File: config.mk
export PLATFORM = sky130hd
export DESIGN_NAME = uart_tx_fifo_flat
export DESIGN_NICKNAME = d
export VERILOG_FILES = /design/src/rtl/uart_pkg.sv /design/src/rtl/uart_tx_fifo_if.sv /design/src/rtl/sync_fifo.sv /design/src/rtl/uart_tx_fifo.sv /design/src/flat_wrapper.sv
export SDC_FILE = /design/constraint.sdc
export NUM_CORES = 1
export LEC_CHECK = 0
export CORE_ASPECT_RATIO = 0.9
export CORE_UTILIZATION = 55
export DETAILED_ROUTE_END_ITERATION = 16
export GPL_ROUTABILITY_DRIVEN = 0
export PLACE_DENSITY = 0.75
export SYNTH_ARGS = -nofsm -noshare
export SYNTH_HDL_FRONTEND = slang
export SYNTH_SLANG_ARGS = --single-unit
File: constraint.sdc
create_clock -name clk -period 3.7 [get_ports clk]
set_clock_uncertainty 0.15 [all_clocks]
set_input_delay 0.37 -clock clk [delete_from_list [all_inputs] [get_ports clk]]
set_output_delay 0.37 -clock clk [all_outputs]
set_load 0.005 [all_outputs]
File: src/rtl/uart_pkg.sv
// Shared types and helpers for the buffered UART transmitter.
package uart_pkg;

  typedef enum logic [1:0] {
    NONE = 2'd0,
    ODD  = 2'd1,
    EVEN = 2'd2
  } parity_t;

  typedef enum logic [2:0] {
    ST_IDLE,
    ST_START,
    ST_DATA,
    ST_PARITY,
    ST_STOP
  } uart_tx_state_t;

  // Clock cycles per bit, rounded to nearest.
  function automatic int calc_spb(input int clk_freq, input int baud_rate);
    return (clk_freq + baud_rate / 2) / baud_rate;
  endfunction

endpackage

File: src/rtl/uart_tx_fifo_if.sv
// Write-side handshake of the UART transmitter.
interface uart_tx_fifo_if #(
  parameter int DATA_BITS = 8
);
  logic                 i_data_valid;
  logic [DATA_BITS-1:0] i_data;
  logic                 o_data_ready;

  modport master (output i_data_valid, i_data, input o_data_ready);
  modport slave  (input i_data_valid, i_data, output o_data_ready);
endinterface

File: src/rtl/sync_fifo.sv
// Single-clock FIFO: valid/ready push, pop strobe, occupancy count.
module sync_fifo #(
  parameter int WIDTH = 8,
  parameter int DEPTH = 4
) (
  input  logic                       clk,
  input  logic                       n_rst,
  input  logic                       push_valid,
  output logic                       push_ready,
  input  logic [WIDTH-1:0]           push_data,
  input  logic                       pop,
  output logic [WIDTH-1:0]           pop_data,
  output logic [$clog2(DEPTH):0]     count,
  output logic                       empty,
  output logic                       full
);
  localparam int AW = $clog2(DEPTH);
  localparam logic [AW:0] FULL_CNT = (AW+1)'(DEPTH);

  logic [WIDTH-1:0] mem [DEPTH];
  logic [AW-1:0]    wr_ptr, rd_ptr;
  logic             do_push, do_pop;

  assign empty      = (count == '0);
  assign full       = (count == FULL_CNT);
  assign push_ready = ~full;
  assign do_push    = push_valid & push_ready;
  assign do_pop     = pop & ~empty;
  assign pop_data   = mem[rd_ptr];

  // Pointers wrap naturally since DEPTH is a power of two.
  always_ff @(posedge clk or negedge n_rst) begin
    if (!n_rst) begin
      wr_ptr <= '0;
      rd_ptr <= '0;
      count  <= '0;
    end else begin
      if (do_push) wr_ptr <= wr_ptr + 1'b1;
      if (do_pop)  rd_ptr <= rd_ptr + 1'b1;
      case ({do_push, do_pop})
        2'b10:   count <= count + 1'b1;
        2'b01:   count <= count - 1'b1;
        default: count <= count;
      endcase
    end
  end

  // Storage needs no reset; entries are only read after being written.
  always_ff @(posedge clk) begin
    if (do_push) mem[wr_ptr] <= push_data;
  end

endmodule

File: src/rtl/uart_tx_fifo.sv
// Buffered UART transmitter: FIFO, CTS synchroniser, bit timer, shifter, FSM.
module uart_tx_fifo
  import uart_pkg::*;
#(
  parameter int CLK_FREQ   = 50000000,
  parameter int BAUD_RATE  = 115200,
  parameter int DATA_BITS  = 8,
  parameter int STOP_BITS  = 1,
  parameter int PARITY     = 0,
  parameter int FIFO_DEPTH = 4
) (
  input  logic                          clk,
  input  logic                          n_rst,
  uart_tx_fifo_if.slave                 bus,
  input  logic                          i_cts_n,
  output logic [$clog2(FIFO_DEPTH):0]   o_fifo_count,
  output logic                          o_busy,
  output logic                          o_tx
);
  localparam int SPB = calc_spb(CLK_FREQ, BAUD_RATE);
  localparam int CW  = (SPB > 1) ? $clog2(SPB) : 1;
  localparam bit PAR_EN  = (PARITY != int'(NONE));
  localparam bit PAR_ODD = (PARITY == int'(ODD));

  uart_tx_state_t       state, state_d;
  logic [CW-1:0]        smp_cnt;
  logic [3:0]           bit_cnt;
  logic [DATA_BITS-1:0] shift_q, fifo_data;
  logic                 par_q, tx_q;
  logic                 cts_meta, cts_sync, cts_ok;
  logic                 fifo_empty, fifo_full, fifo_ready, load, bit_end;

  sync_fifo #(.WIDTH(DATA_BITS), .DEPTH(FIFO_DEPTH)) u_fifo (
    .clk        (clk),
    .n_rst      (n_rst),
    .push_valid (bus.i_data_valid),
    .push_ready (fifo_ready),
    .push_data  (bus.i_data),
    .pop        (load),
    .pop_data   (fifo_data),
    .count      (o_fifo_count),
    .empty      (fifo_empty),
    .full       (fifo_full)
  );

  assign bus.o_data_ready = fifo_ready;
  assign o_busy  = (state != ST_IDLE) | ~fifo_empty;
  assign o_tx    = tx_q;
  assign cts_ok  = ~cts_sync;
  assign bit_end = (state != ST_IDLE) && (smp_cnt == CW'(SPB - 1));

  // A full FIFO must never advertise space.
  a_full_not_ready: assert property (@(posedge clk) disable iff (!n_rst) fifo_full |-> !fifo_ready);

  // Two-flop CTS synchroniser; resets to "not clear".
  always_ff @(posedge clk or negedge n_rst) begin
    if (!n_rst) begin
      cts_meta <= 1'b1;
      cts_sync <= 1'b1;
    end else begin
      cts_meta <= i_cts_n;
      cts_sync <= cts_meta;
    end
  end

  // FSM state register.
  always_ff @(posedge clk or negedge n_rst) begin
    if (!n_rst) state <= ST_IDLE;
    else        state <= state_d;
  end

  // Next state and pop; CTS only matters at frame boundaries.
  always_comb begin
    state_d = state;
    load    = 1'b0;
    case (state)
      ST_IDLE: if (!fifo_empty && cts_ok) begin
        load    = 1'b1;
        state_d = ST_START;
      end
      ST_START:  if (bit_end) state_d = ST_DATA;
      ST_DATA:   if (bit_end && bit_cnt == 4'(DATA_BITS - 1))
                   state_d = PAR_EN ? ST_PARITY : ST_STOP;
      ST_PARITY: if (bit_end) state_d = ST_STOP;
      ST_STOP:   if (bit_end && bit_cnt == 4'(STOP_BITS - 1)) begin
        if (!fifo_empty && cts_ok) begin
          load    = 1'b1;
          state_d = ST_START;
        end else begin
          state_d = ST_IDLE;
        end
      end
      default: state_d = ST_IDLE;
    endcase
  end

  // Bit timer and per-state bit index.
  always_ff @(posedge clk or negedge n_rst) begin
    if (!n_rst) begin
      smp_cnt <= '0;
      bit_cnt <= '0;
    end else begin
      if (state == ST_IDLE || bit_end) smp_cnt <= '0;
      else                             smp_cnt <= smp_cnt + 1'b1;
      if (state_d != state) bit_cnt <= '0;
      else if (bit_end)     bit_cnt <= bit_cnt + 1'b1;
    end
  end

  // Shifter and parity are captured from the popped word.
  always_ff @(posedge clk or negedge n_rst) begin
    if (!n_rst) begin
      shift_q <= '0;
      par_q   <= 1'b0;
    end else if (load) begin
      shift_q <= fifo_data;
      par_q   <= PAR_ODD ? ~^fifo_data : ^fifo_data;
    end else if (state == ST_DATA && bit_end) begin
      shift_q <= shift_q >> 1;
    end
  end

  // Registered line driver, one cycle behind the FSM.
  always_ff @(posedge clk or negedge n_rst) begin
    if (!n_rst) tx_q <= 1'b1;
    else begin
      case (state)
        ST_START:  tx_q <= 1'b0;
        ST_DATA:   tx_q <= shift_q[0];
        ST_PARITY: tx_q <= par_q;
        default:   tx_q <= 1'b1;
      endcase
    end
  end

endmodule
File: src/flat_wrapper.sv
// flat-port wrapper written by rule: the top's interface ports become plain ports
module uart_tx_fifo_flat import uart_pkg::*;
#(
  parameter int CLK_FREQ   = 50000000,
  parameter int BAUD_RATE  = 115200,
  parameter int DATA_BITS  = 8,
  parameter int STOP_BITS  = 1,
  parameter int PARITY     = 0,
  parameter int FIFO_DEPTH = 4
)
  (clk, n_rst, i_cts_n, o_fifo_count, o_busy, o_tx, bus_i_data_valid, bus_i_data, bus_o_data_ready);
  uart_tx_fifo_if #(.DATA_BITS(DATA_BITS)) bus_i ();
  input  logic clk;
  input  logic n_rst;
  input  logic i_cts_n;
  output logic [$clog2(FIFO_DEPTH):0] o_fifo_count;
  output logic o_busy;
  output logic o_tx;
  input wire logic [$bits(bus_i.i_data_valid)-1:0] bus_i_data_valid;
  input wire logic [$bits(bus_i.i_data)-1:0] bus_i_data;
  output wire logic [$bits(bus_i.o_data_ready)-1:0] bus_o_data_ready;
  assign bus_i.i_data_valid = bus_i_data_valid;
  assign bus_i.i_data = bus_i_data;
  assign bus_o_data_ready = bus_i.o_data_ready;
  uart_tx_fifo #(.CLK_FREQ(CLK_FREQ), .BAUD_RATE(BAUD_RATE), .DATA_BITS(DATA_BITS), .STOP_BITS(STOP_BITS), .PARITY(PARITY), .FIFO_DEPTH(FIFO_DEPTH)) u_core (.clk(clk), .n_rst(n_rst), .bus(bus_i), .i_cts_n(i_cts_n), .o_fifo_count(o_fifo_count), .o_busy(o_busy), .o_tx(o_tx));
endmodule
==> metrics.md <==
| Metric | Value |
|---|---|
| Status | finished, final reports clean |
| Post-CTS Hold Fix Bufs | 0 |
| Worst hold path depth | 0 |
| Root Buffer | clkbuf_8 |
| Initial antenna violation count | 0 |
| Synthesized area | 0.002988 mm² |
| Worst Setup EP | u_core.u_fifo.count[2] |
| Share of cells above drive strength 1 | 15.32% |
| Top routing layer used | met4 |
| Largest stage delay on the critical path | 0.55 ns |
| Register area | 0.001841 mm² |
| Post-DRT Antenna Nets | 0 |
| Worst EP arrival | 3.08 ns |
| Worst-skew pair later-pin latency | 0.34 ns |
| CTS Buf Count | 9 |
| Largest area contributor in the netlist | edfxtp_1 |
| Multi-input combinational cell area | 0.001064 mm² |
| IO Port Bufs | 17 |
| Number of synthesis warnings | 0 |
| Lkg Pwr | 1.400 nW |
| Worst hold path type | register to register |
| Achievable Freq | about 340 MHz |
| Cell Int Power | 1.827 mW |
| Async set or reset register ratio after synthesis | between 50% and 60% |
| Number of hold violations in the final report | 0 |
| Core Box Area | 0.005255 mm² |
| CTS clk-pin slew, worst paths | ~0.070 ns |
| Die height | 71.93 µm |
| Yosys reg bits | 67 |
| Initial core utilization | 56.86% |
| Crit. path cell count | 9 |
| Switching share of total power | 30.02% |
| Synthesized netlist cell count | 220 |
| Max Cap Viol | 0 |
| Area share of the largest cell type after synthesis | 32.16% |
| Layout Nets | 265 |
| Sequential share of power | 43.7% |
| CP top delay family | simple AND/OR/NAND/NOR gates |
| Number of DRC markers in iteration 0 | 103 |
| Fill cell count | just over 400 |
| Leading post-synthesis cells by cell area | edfxtp_1 (32%), dfrtp_1 (27%), mux4_2 (6.0%), xnor2_1 (4.7%), ha_1 (3.8%) |
| Worst-Margin Slew | 0.5675 ns |
| FF-to-FF path depth | 9 |
| Synthesized Nets | 242 |
| Slew HR | approximately 62% |
| # diodes | 0 |
| Simple-gate share of the synthesized area | 11.52% |
| First drt pass iteration count | 4 |
| Post-synth EDFFs | 32 |
| DP HPWL | between 3 and 4 mm |
| Max FO, Critical Path | 5 |
| Pins over their slew limit | 0 |
| Final std cells w/o fill | 315 |
| Vias | 1653 |
| Top FF cell, synth | edfxtp_1 |
| Period utilization | 80.15% |
| XOR/XNOR share of the synthesized area | under 10% |
| Setup violations, final | 0 |
| Combinational Power Share | 28.8% |
| Critical path's slowest cell | or4b_4 |
| Period minus WS final | 2.965 ns |
| Largest family of logic cells by synthesized area | simple AND/OR/NAND/NOR gates |
| Met3 wire len | 188 µm |
| Reg2Reg Launch Point | u_core.smp_cnt[2] |
| Clk sinks | 67 |
| CP dominant cell by count | xor2_1 |
| Critical Path, Cell by Cell | or4b_4, or4_4, a21oi_4, ha_1, inv_1, fa_1, xor2_1, nor2_1, xor2_1 |
| Avg WL per Cell | 14.58 µm |
| Fin Setup TNS | 0 ns |
| Reg2reg setup slack | 0.73 ns |
| CP Data Required Time | 3.82 ns |
| CTS tree | built |
| Max Root-Sink Buffers | 2 |
| Vias in the first global route | 1703 |
| Layout area overhead | 15.58% |
| Register area share after synthesis | 61.60% |
| Proportion of synthesized area in mux cells | 8.375% |
| First-pass GRT wire length | between 7 and 8 mm |
| Routed WL | 4.593 mm |
| # rows | 25 |
| RSZ-0062 raised after global routing | no |
| Power per standard cell area | 756.2 mW/mm² |
| Post-CTS setup buffers | 0 |
| Gr ovfl total | 0 |
| Routed vias/inst | ~5.2 |
| NetSw | just under 0.8 mW |
| Adder-Cell Fraction of Synth Area | between 4 and 5% |
| Critical path buffer and inverter count | 1 |
| CTS H-tree lvls | 3 |
| Largest net degree at the start of global routing | 36 |
| Total Power | 2.611 mW |
| I/O Pins | 18 |
| DIE AREA | 0.005732 mm² |
| Metal2 WL | between 2 and 2.5 mm |
| Peak VDD IR | 0.4718 mV |
| Worst setup EP type | register |
| Worst setup startpoint | u_core.smp_cnt[2] |
| Wl on met1 | 2.128 mm |
| Clock Power Share | ~28% |
| Syn Area/Cell | 13.58 µm² |
| Residual DRC | 0 |
| Worst flop-to-flop path endpoint | u_core.u_fifo.count[2] |
| Synth Area in Compound Gates | 4.523% |
| Critical path class | register to register |
| Crit path launch type | register |
| Placed instance count | ~300 |
| CTS resizes | 0 |
| Die width | 79.69 µm |
| Netlist cell types | 42 |
| Tot GR Track Use | 19.22% |
[worst min path at each step]
stage,start,to,slack [ns]
after detailed placement,u_core.cts_meta,u_core.cts_sync,0.20
after floorplan,n_rst,u_core.bit_cnt[0],-0.08
final,u_core.cts_meta,u_core.cts_sync,0.21
after global placement,u_core.cts_meta,u_core.cts_sync,0.20
after global routing,u_core.cts_meta,u_core.cts_sync,0.22
after CTS,u_core.cts_meta,u_core.cts_sync,0.21
[cell usage in the layout (no fill, tap or decap), types with 2 or more instances in the layout]
master,Yosys,final
edfxtp_1,32,32
xor2_1,7,7
nand2_1,23,23
inv_1,11,11
dfrtp_1,32,32
xnor2_1,16,16
clkbuf_8,0,9
buf_4,0,2
dfstp_2,3,3
nor3_1,3,3
mux4_2,8,8
nor2_1,17,17
nand4_1,2,2
ha_1,9,9
bufinv_16,0,3
o21ai_0,9,9
o21ai_2,2,2
and3_1,5,5
nand3_1,3,3
clkdlybuf4s50_1,0,17
nand2b_1,2,2
and2_1,2,2
mux2i_1,7,7
[through the flow]
step	hold slack, ns	instance area (µm²)	utilization, %	setup slack, ns
floorplan	-0.07559	2988	-	0.6768
global placement	0.2037	3214	61.17	0.8051
detailed placement	0.1999	3214	61.17	0.7116
CTS	0.2134	3453	65.71	0.7034
global route	0.2155	3453	65.71	0.5870
finish	0.2095	3453	65.71	0.7346
[final cells by class]
class | count | area share, %
timing repair buffer | 19 | 5.362
clock inverter | 7 | 3.333
tap | 67 | 2.428
inverter | 11 | 1.196
clock buffer | 9 | 3.587
sequential | 67 | 53.30
multi-input combinational | 135 | 30.80
[cells by family after synthesis]
kind of cell    after synthesis
simple gates                 68
flops                        67
xor+xnor                     23
buf+inv                      18
mux                          15
fa+ha+maj                    10
compound gates               19
[power by group through the flow]
stage          Combinational [mW]  Clock, mW  Sequential (mW)
2_1_floorplan               0.641          0             1.08
3_3_place_gp                0.747          0             1.15
3_5_place_dp                0.763          0             1.16
4_1_cts                     0.768      0.738             1.15
5_1_grt                     0.841      0.773             1.17
6_report                    0.751      0.718             1.14
[state kept, by name, summed over array words and instances (netlist names), 2 cells and up]
signal,cells
u_core.u_fifo.mem,32
u_core.u_fifo.count,3
u_core.state,3
u_core.u_fifo.rd_ptr,2
u_core.u_fifo.wr_ptr,2
u_core.bit_cnt,4
u_core.smp_cnt,9
u_core.shift_q,8
[worst reg2reg max path, stage by stage (launching register included)]
cell	delay [ns]
dfrtp_1	0.43
or4b_4	0.55
or4_4	0.55
a21oi_4	0.17
ha_1	0.19
inv_1	0.06
fa_1	0.38
xor2_1	0.16
nor2_1	0.11
xor2_1	0.15
[routing by layer]
| metal | vias to the layer above | track usage (%) |
|---|---|---|
| li1 | 818 | - |
| met1 | 806 | 24.08 |
| met3 | 2 | 9.057 |
| met4 | 0 | 5.455 |
| met5 | - | 0 |
| met2 | 27 | 30.10 |
[synth_stat cells, types with 2 or more instances]
cell      count
and2_1        2
dfrtp_1      32
edfxtp_1     32
xnor2_1      16
inv_1        11
nor3_1        3
nand4_1       2
and3_1        5
o21ai_0       9
nand2b_1      2
buf_6         2
nand3_1       3
o21ai_2       2
ha_1          9
xor2_1        7
clkbuf_1      4
dfstp_2       3
nor2_1       17
mux4_2        8
mux2i_1       7
nand2_1      23
Note: power is estimated with default switching activity, not from simulation.
==> patch: new RTL, same settings <==
Register the output `o_fifo_count`, without a reset; this adds one clock of latency there. The other outputs are not delayed to match.
--- a/src/rtl/uart_tx_fifo.sv
+++ b/src/rtl/uart_tx_fifo.sv
@@ -24,2 +24,4 @@
 
+  logic [$clog2(FIFO_DEPTH):0] o_fifo_count_d;
+
   uart_tx_state_t       state, state_d;
@@ -40,3 +42,3 @@
     .pop_data   (fifo_data),
-    .count      (o_fifo_count),
+    .count      (o_fifo_count_d),
     .empty      (fifo_empty),
@@ -135,2 +137,6 @@
 
+  always_ff @(posedge clk) begin
+    o_fifo_count <= o_fifo_count_d;
+  end
+
 endmodule
Check against the original RTL: not equivalent (a bounded check fails within 4 cycles, from zero or initial values and one cycle with n_rst low).
==> patch against the original RTL <==
- sequential power grew 4%
- power shrank 4.2%
- setup slack lost 0.021 ns
- critical path type unchanged
- largest power group unchanged
- routed wire length grew 2.7%
- sequential share of layout area grew 1.8 points
- clock power shrank 24%
- synthesized area grew 2.0%
- sequential cell count grew 3
- final cell count grew 0.95%
- design area shrank 0.11%
==> patch: results (changes against the original RTL) <==
* Met2 routed WL at 2.18 mm (was 2.26 mm)
* Internal power at 1.68 mW (was 1.83 mW)
* First-pass GRT wire length at 8.21 mm (was 7.85 mm)
* CP max-delay cell: or4b_4 (unchanged)
* Mux contribution to synthesized area at 8.21% (was 8.38%)
* Sequential share of the synthesized area at 62.4% (was 61.6%)
* Async SR Flop Fraction at 50.0% (was 52.2%)
* Fillers at 402 (was 407)
* Distinct cell type count after synthesis at 43 (was 42)
* Buffering overhead at 5.37% (was 5.36%)
* R2R setup slack at 0.71 ns (was 0.73 ns)
* Placement Setup Slack at 0.729 ns (was 0.712 ns)
* Metal-1 WL at 2.23 mm (was 2.13 mm)
* Seq cells at 70 (was 67)
* Placed cell count at 302 (was 299)
* HPWL Detailed at 3.32 mm (was 3.18 mm)
* Finished Core Util at 65.3% (was 65.7%)
* Mapped Cells at 223 (was 220)
* Post-Synth Adder-Cell Area at 4.35% (was 4.44%)
* Dpl cell area at 3270 µm² (was 3210 µm²)
* Compound-cell area share of the yosys netlist at 4.43% (was 4.52%)
* Layout cell share with drive strength beyond 1 at 15.1% (was 15.3%)
* Post-synth net total at 245 (was 242)
* Clk_buf instances at 10 (was 9)
* Final worst path period share at 80.7% (was 80.1%)
* Clock group at 543 µW (was 718 µW)
* Status: complete, no violations (unchanged)
* Nets@finish at 268 (was 265)
* Slew @ Worst Pin at 0.583 ns (was 0.567 ns)
* Fraction of area in multi-input gates at 30.8% (about the same)
* Area contributors post-synth: edfxtp_1 (32%), dfrtp_1 (26%), mux4_2 (5.9%), xnor2_1 (4.6%), ha_1 (3.7%) (was edfxtp_1 (32%), dfrtp_1 (27%), mux4_2 (6.0%), xnor2_1 (4.7%), ha_1 (3.8%))
* Vias per cell at 5.27 (was 5.25)
* Fin cells at 318 (was 315)
* Switching Share at 32.9% (was 30.0%)
* All-Layer GR Usage at 19.7% (was 19.2%)
* CP Max Fanout at 4 (was 5)
* WL final at 4.72 mm (was 4.59 mm)
* Met3 GRT Util at 8.25% (was 9.06%)
* Final hold slack at 0.207 ns (was 0.209 ns)
* VDD IR max at 0.483 mV (was 0.472 mV)
* Grt met2 use at 29.3% (was 30.1%)
* Seq area share at 55.1% (was 53.3%)
* Clk cell area share at 5.08% (was 6.92%)
* Global-route met1 utilization at 26.1% (was 24.1%)
* EDFF count, synth at 32 (unchanged)
* Number of global-route vias before repair at 1706 (was 1703)
-- patch: worst paths after layout --
| path | start | cells past startpoint | to |
|---|---|---|---|
| max in group asynchronous | n_rst | 2 | u_core.cts_sync |
| min reg2reg | u_core.cts_meta | 0 | u_core.cts_sync |
| min | u_core.cts_meta | 0 | u_core.cts_sync |
| max | u_core.smp_cnt[3] | 9 | u_core.u_fifo.count[2] |
| max reg2reg | u_core.smp_cnt[3] | 9 | u_core.u_fifo.count[2] |
| min in group asynchronous | n_rst | 2 | u_core.bit_cnt[2] |
-- patch: worst register-to-register path: stages, from the launching register on --
cell and delay [ns]:
dfrtp_1 0.42, or4b_4 0.56, or4_4 0.55, a21oi_4 0.19, ha_1 0.21, inv_1 0.06, fa_1 0.37, xor2_1 0.15
nor2_1 0.11, xor2_1 0.14
